**src/rtl/if_prefetch_queue.sv**
```systemverilog
// if_prefetch_queue -- instruction prefetch queue between the fetch port and decode.
// Issues sequential fetches under a credit limit, buffers in-order returns with their
// pc+4 tag, and squashes everything on a redirect by counting stale returns to discard.
// Optional feature: define IFQ_BYPASS_EN to let a response reach decode combinationally
// when the queue is empty.
`timescale 1ns/1ps
module if_prefetch_queue #(
  parameter int unsigned       ADDR_W   = 32,
  parameter int unsigned       DATA_W   = 32,
  parameter int unsigned       DEPTH    = 4,
  parameter logic [ADDR_W-1:0] RESET_PC = 32'h0000_0000
) (
  input  logic                       clock,
  input  logic                       reset,
  output logic                       imem_req_valid,
  output logic [ADDR_W-1:0]          imem_req_addr,
  input  logic                       imem_req_ready,
  input  logic                       imem_rsp_valid,
  input  logic [DATA_W-1:0]          imem_rsp_data,
  output logic                       id_valid,
  output logic [DATA_W-1:0]          id_ins,
  output logic [ADDR_W-1:0]          id_pc_plus4,
  input  logic                       id_ready,
  input  logic                       redirect_valid,
  input  logic [ADDR_W-1:0]          redirect_addr,
  output logic [$clog2(DEPTH+1)-1:0] occupancy
);

  localparam int unsigned CNT_W   = $clog2(DEPTH + 1);
  localparam int unsigned PTR_W   = $clog2(DEPTH);
  // Back-to-back redirects can leave several generations of stale returns outstanding.
  localparam int unsigned STALE_W = CNT_W + 2;

  logic [ADDR_W-1:0]  pc;
  logic               run;          // low for the first cycle after reset release
  logic [CNT_W-1:0]   inflight;
  logic [CNT_W-1:0]   occ;
  logic [STALE_W-1:0] stale_cnt;
  logic [PTR_W-1:0]   head;
  logic [PTR_W-1:0]   tail;
  logic [DATA_W-1:0]  ins_mem [DEPTH];
  logic [ADDR_W-1:0]  pc4_mem [DEPTH];

  logic              req_fire;
  logic              stale_rsp;
  logic              good_rsp;
  logic              has_credit;
  logic              bypass_hit;
  logic              push;
  logic              pop;
  logic [ADDR_W-1:0] rsp_pc_plus4;

  assign occupancy     = occ;
  assign imem_req_addr = pc;
  assign req_fire      = imem_req_valid && imem_req_ready;
  assign stale_rsp     = imem_rsp_valid && (stale_cnt != '0);
  // A return with nothing live outstanding (e.g. one issued before a reset) is ignored.
  assign good_rsp      = imem_rsp_valid && (stale_cnt == '0) && (inflight != '0);
  // Returns are in order, so the returning word belongs to the oldest live request,
  // which was issued 'inflight' words behind the current PC.
  assign rsp_pc_plus4  = pc - ADDR_W'({inflight, 2'b00}) + ADDR_W'(4);

  // Head view toward decode, optionally bypassing an empty queue.
  always_comb begin : head_view
    // NOTE: every output gets a default first so no path through this block can infer a latch.
    bypass_hit  = 1'b0;
    id_valid    = (occ != '0);
    id_ins      = ins_mem[head];
    id_pc_plus4 = pc4_mem[head];
`ifdef IFQ_BYPASS_EN
    if ((occ == '0) && good_rsp && !redirect_valid) begin
      bypass_hit  = 1'b1;
      id_valid    = 1'b1;
      id_ins      = imem_rsp_data;
      id_pc_plus4 = rsp_pc_plus4;
    end
`endif
  end

  // Request credit and queue push/pop decisions; redirect overrides push and request.
  always_comb begin : flow_ctrl
    has_credit     = ({1'b0, occ} + {1'b0, inflight}) < (CNT_W + 1)'(DEPTH);
    imem_req_valid = run && !redirect_valid && has_credit;
    pop            = (occ != '0) && id_ready;
    push           = good_rsp && !redirect_valid && !(bypass_hit && id_ready);
  end

  // Fetch PC, inflight credit and stale-return bookkeeping.
  always_ff @(posedge clock or negedge reset) begin
    // NOTE: non-blocking assignments so every register samples pre-edge values.
    if (!reset) begin
      pc        <= RESET_PC;
      run       <= 1'b0;
      inflight  <= '0;
      stale_cnt <= '0;
    end else begin
      run <= 1'b1;
      if (redirect_valid) begin
        pc        <= redirect_addr;
        inflight  <= '0;
        // Everything still live at the memory becomes stale; a live return this cycle
        // has already come back, so it is not counted.
        stale_cnt <= stale_cnt - STALE_W'(stale_rsp) + STALE_W'(inflight)
                     + STALE_W'(req_fire) - STALE_W'(good_rsp);
      end else begin
        if (req_fire) pc <= pc + ADDR_W'(4);
        inflight <= inflight + CNT_W'(req_fire) - CNT_W'(good_rsp);
        if (stale_rsp) stale_cnt <= stale_cnt - STALE_W'(1);
      end
    end
  end

  // Queue pointers and occupancy; a redirect empties the queue.
  always_ff @(posedge clock or negedge reset) begin
    if (!reset) begin
      head <= '0;
      tail <= '0;
      occ  <= '0;
    end else if (redirect_valid) begin
      head <= '0;
      tail <= '0;
      occ  <= '0;
    end else begin
      if (push) tail <= tail + PTR_W'(1);
      if (pop)  head <= head + PTR_W'(1);
      occ <= occ + CNT_W'(push) - CNT_W'(pop);
    end
  end

  // Queue storage: instruction word plus its pc+4 tag.
  always_ff @(posedge clock) begin
    // NOTE: storage is not reset; occupancy alone decides which entries are meaningful.
    if (push) begin
      ins_mem[tail] <= imem_rsp_data;
      pc4_mem[tail] <= rsp_pc_plus4;
    end
  end

endmodule

```
**config.mk**
```make
export PLATFORM = sky130hd
export DESIGN_NAME = if_prefetch_queue
export DESIGN_NICKNAME = d
export VERILOG_FILES = /design/src/rtl/if_prefetch_queue.sv
export SDC_FILE = /design/constraint.sdc
export NUM_CORES = 1
export LEC_CHECK = 0
export CORE_MARGIN = 2
export CORE_UTILIZATION = 25
export DETAILED_ROUTE_END_ITERATION = 8
export GPL_TIMING_DRIVEN = 0
export PLACE_DENSITY = 0.42
export REMOVE_ABC_BUFFERS = 1
export SYNTH_ARGS = -nofsm -noshare
export SYNTH_HDL_FRONTEND = slang
export SYNTH_SLANG_ARGS = --single-unit
```
**constraint.sdc**
```tcl
create_clock -name clock -period 9.1 [get_ports clock]
set_clock_uncertainty 0.05 [all_clocks]
set_input_delay 1.82 -clock clock [delete_from_list [all_inputs] [get_ports clock]]
set_output_delay 1.82 -clock clock [all_outputs]
set_load 0.01 [all_outputs]
```
[Yosys cells after proc, flatten, opt, wreduce, memory -nomap -nowiden]
Memory sizes are Yosys's and may differ from the RTL's.
Index checks and enable logic that the tools add are counted.
W data, S select, Z words.
Word-level totals
  register bits after elaboration: 48
  bits in writable memories: 256
  memories: 2
Cells by class
  $add $sub $neg: 15
  $lt $le $gt $ge: 1
  muxes and demuxes: 12
  reduce and logical (&&, ||, !) cells: 17
Memories
  ins_mem: words 4, width 32, rd ports 1, clocked after memory_dff 0, wr ports 1, line 41  | logic [DATA_W-1:0] ins_mem [DEPTH];
  pc4_mem: words 4, width 32, rd ports 1, clocked after memory_dff 0, wr ports 1, line 42  | logic [ADDR_W-1:0] pc4_mem [DEPTH];
Operators with widths (number)
  $add A32 B3 Y32 const B: 2
  $mux W32: 2
  $sub A32 B5 Y32: 1
  $mux W5: 2
  $sub A5 B1 Y5: 2
  $logic_and A1 B1 Y1: 8
  $mux W2: 4
  $reduce_bool A2 Y1: 4
  $add A3 B1 Y3: 2
  $mux W3: 2
  $reduce_bool A3 Y1: 2
  $sub A3 B1 Y3: 2
  $add A5 B1 Y5: 1
  $add A5 B3 Y5: 1
  $logic_not A5 Y1: 1
  $reduce_bool A5 Y1: 1
  $sub A5 B1 Y5 const B: 1
  $add A2 B1 Y2 const B: 2
  $add A3 B3 Y4: 1
  $lt A4 B3 Y1 const B: 1
  $mux W1: 2
  $logic_not A1 Y1: 1

[Logic depth before layout (Yosys ltp)]
Gate-level depths: netlist of the first run.
  depth after elaboration: 7
  mapped depth: 18

[Least setup slack after synthesis of the first run]
No wires, ideal clock.
  path type: input port to flip-flop
  from: in redirect_valid
  to: reg stale_cnt[4]
  data arrival time: 4.597 ns
  data required time: 8.970 ns
  slack: 4.373 ns
  stages on the path: 17
  path through: buf_6 > or4b_4 > a311oi_4 > nand2_4 > inv_2 > buf_6 > buf_12 > fa_1 > inv_1 > fa_1 > nor2b_1 > o21ai_0 > nand3b_1 > o31a_1 > nor2_1 > a31oi_1 > xnor2_1
On the way
  word-level cells in the longest chain between the ends: 7
  elaborated cells between the ends (all ways): 8
Ends and longest elaborated chain
  start, declared: line 24  | input logic redirect_valid,
  $logic_not A1 Y1: line 83  | imem_req_valid = run && !redirect_valid && has_credit;
  $logic_and A1 B1 Y1 (2 in series): line 83
  named net imem_req_valid: line 15  | output logic imem_req_valid,
  $logic_and A1 B1 Y1: line 55  | assign req_fire = imem_req_valid && imem_req_ready;
  $add A5 B1 Y5: line 104  | + STALE_W'(req_fire) - STALE_W'(good_rsp);
  $sub A5 B1 Y5: line 104
  $mux W5: line 98  | if (redirect_valid) begin
  end signal, assigned: line 103  | stale_cnt <= stale_cnt - STALE_W'(stale_rsp) + STALE_W'(inflight)
  end signal, assigned: line 108  | if (stale_rsp) stale_cnt <= stale_cnt - STALE_W'(1);
  end, declared: line 38  | logic [STALE_W-1:0] stale_cnt;
The timed path passes the listed nets, and every way through them passes these cells.
A chain may end at the register's enable or synchronous reset.

[Final worst setup path of the first run]
  from: in redirect_valid
  to: out imem_req_valid
On the way
  word-level cells in the longest chain between the ends: 3
Ends and longest elaborated chain (line)
  $logic_not A1 Y1: 83
  $logic_and A1 B1 Y1 (2 in series): 83
  end, declared: 15
Every way passes these cells.

==> results of run 1 <==
[layer usage]
layer  part of all wire [%]  up-vias  GRT usage (%)
met1                     46     4172           15.6
li1                       -     3989              -
met3                    4.1       50           2.84
met2                     48      147           19.6
met5                      0        -              0
met4                    2.3        0           3.62
[stage by stage]
step,util (%),setup slack [ps],power [mW]
3_3_place_gp,29.6,1060,3.16
3_5_place_dp,30.0,3260,3.14
2_1_floorplan,-,3940,2.57
5_1_grt,32.0,3340,4.76
6_report,32.0,3410,4.50
4_1_cts,32.0,3370,4.59
[report_power, final]
group | internal (mW) | switching [mW] | total [mW]
clock network | 0.854 | 0.561 | 1.41
registers | 1.65 | 0.106 | 1.76
logic | 0.660 | 0.665 | 1.32
[cells by family (layout without fill, tap and decap cells)]
kind of cell	count (synthesis)	in the layout	synth area share, %
buffers and inverters	100	304	3.16
and+or+nand+nor	180	180	6.45
muxes	68	68	10.3
xor gates and xnor gates	48	48	2.93
DFF	304	304	62.0
adders and majority gates	81	81	7.38
AOI/OAI and AO/OA	169	169	7.75
other	1	1	0.0261
[worst reg2reg max path: cells and delay by family, from the launching register on]
kind / cells / cell delay (ps)
adder cells (fa/ha/maj): 5 / 1710
buffers and inverters: 4 / 540
AND/OR/NAND/NOR: 4 / 630
XOR/XNOR: 1 / 150
AO/OA/AOI/OAI: 4 / 850
flip-flops: 1 / 430
[sequential cells by signal, summed over array words and instances (netlist names)]
| name | cells |
|---|---|
| occupancy | 3 |
| stale_cnt | 5 |
| head | 2 |
| inflight | 3 |
| ins_mem | 128 |
| run | 1 |
| tail | 2 |
| imem_req_addr | 32 |
| pc4_mem | 128 |
[path summary, 6_finish.rpt]
| kind | slack [ps] | to | depth (start not counted) | from |
|---|---|---|---|---|
| max | 3410 | imem_req_valid | 4 | redirect_valid |
| min | 430 | stale_cnt[4]$_DFFE_PN0P_ | 1 | stale_cnt[4]$_DFFE_PN0P_ |
| max reg2reg | 4650 | stale_cnt[4]$_DFFE_PN0P_ | 18 | stale_cnt[1]$_DFFE_PN0P_ |
| min reg2reg | 430 | stale_cnt[4]$_DFFE_PN0P_ | 1 | stale_cnt[4]$_DFFE_PN0P_ |
| max in group asynchronous | 7250 | imem_req_addr[0]$_DFFE_PN0P_ | 2 | reset |
| min in group asynchronous | 1190 | imem_req_addr[6]$_DFFE_PN0N_ | 1 | reset |
[placed cells by master (no fill, tap or decap), types with 8 or more instances in the layout]
cell type          n
a21o_1            11
a21oi_1           40
a221o_1            8
a31oi_1            9
and3_1            15
clkbuf_1           9
clkbuf_16         37
clkdlybuf4s50_1  168
dfrtp_1           46
edfxtp_1         256
ha_1              75
inv_1             63
mux4_2            64
nand2_1           55
nand3_1           12
nor2_1            39
nor2b_1            8
o21a_1            10
o21ai_0           36
o21ai_1           16
xnor2_1           33
xor2_1            15
[cell type report]
cell class,instances,area share [%]
well taps,756,5.21
inverters,64,1.32
clock inverters,13,0.800
clock buffers,49,5.52
multi-input cells,547,27.6
repair buffers,178,10.5
flip-flops and latches,304,49.0
==> reports/metrics.cfg, run 1 <==
[outcome]
status = finished clean

[die]
die_y_um = 244
dieArea_mm2 = 0.0593
initial_core_util_pct = 25.3
coreArea_mm2 = 0.0566
die_x_um = 244
io_pins = 171
rows = 87

[route]
drc_errors = 0
drtPass1Iterations = 4
vias = 8358
avgViaCountPerCell = 4.37
postRouteAntennaNets = 0
wl_per_cell_um = 18.6
wirelength_um = 35500
dr.first_iter.drc_count = 361

[timing]
maxSlewHeadroom_pct = 27.2
clock.fmax_ghz = 0.176
rsz0062_at_grt = false
finalCritPeriodShare_pct = 62.5
finalSetupViolCount = 0
worst_slew_pin_slew_ps = 1090
hold_viol_final = 0
timing.final.crit_period_ps = 5690
fin_setup_tns_ps = 0
finalHoldWorstSlack_ps = 430
slew_viol_final = 0

[critical_path]
max_stage_delay_ps = 620
cp_data_arrival_time_ps = 3820
cp-start-kind = primary input
timing.critical_path.cells = buf_2, or4b_4, a311oi_4, clkdlybuf4s50_1
path_buf_inv = 2
crit_type = in -> out
cp_max_fo = 29
worst-endpoint-required_ps = 7230
path_delay_family = buffers and inverters
cp_slowest_cell = clkdlybuf4s50_1
end_kind = output port

[clock_network]
ctsResizeCount = 0
ctsHoldBuffers = 0
cts_setup_buffers = 0
numCtsBuffers = 36
cts-htree-levels = 2
clkTransAtPathRegs_ps = 60
clk_latency_ps = 530
cts-root-buf = clkbuf_16
clockBufferDepth = 3
cts.sinks = 304
cts_tree = yes

[layout]
final-seq-area_mm2 = 0.00890
nets = 1282
diodes = 0
area_growth_pct = 26.4
num-fill-cells = 5698
multiInputGateArea_mm2 = 0.00501
drive_gt1_share_pct = 12.8
fin_area_mm2 = 0.0181
fin_cells = 1911

[flow_run]
maxCapViolations = 0

[power]
peakVddDrop_mv = 0.124
p_leak_nw = 6.38
p_per_area_mw_per_mm2 = 248

[place]
io_buffers = 170
placed_cells = 1849
dp_hpwl_um = 23700
gp_congestion = 0.801
placed_cell_area_mm2 = 0.0170

[synth]
yosysTopAreaCell = edfxtp_1
yosysMostFrequentCell = edfxtp_1
synthCells = 951
ys_warn_count = 0
synth.area.top_cells = edfxtp_1, mux4_2, dfrtp_1
synthTopCellsByCount = edfxtp_1, ha_1, mux4_2
synth.distinct_cells = 68
synth_ff_type = edfxtp_1
ys_ff_latch = 304
netlist.area_leader.share_pct = 53.6
netlist_area_mm2 = 0.0143
synth.avg_cell_area_um2 = 15.1
ys_async_sr_fraction_pct = 15.8
synth_edf_count = 256
synth-seq-area-share_pct = 62.0

[global_routing]
grt_overflow_total = 0
grt_pass1_vias = 8933
grt_pass1_wl_um = 54000
antenna_found_initial = 0
track_usage_pct = 11.9
grt_max_degree = 54

[worst_hold_path]
holdCritPathClass = reg -> reg

No activity file was read; power rests on OpenSTA's default activity.
==> run 2: changes to the inputs <==
- clock period: 9.1 -> 5.79 ns (I/O delays scaled with it)
==> results of run 2 <==
Same layout as run 1 (identical final DEF). Status: finished clean.
Main changes from that run: setup slack after placement 3260 ps -> 612 ps; setup slack after layout 3410 ps -> 1190 ps; end point of the critical path imem_req_valid -> stale_cnt[4]$_DFFE_PN0P_; register-to-register setup slack 4650 ps -> 1340 ps; total power 4.50 mW -> 7.07 mW; worst IR drop on VDD 0.124 mV -> 0.195 mV
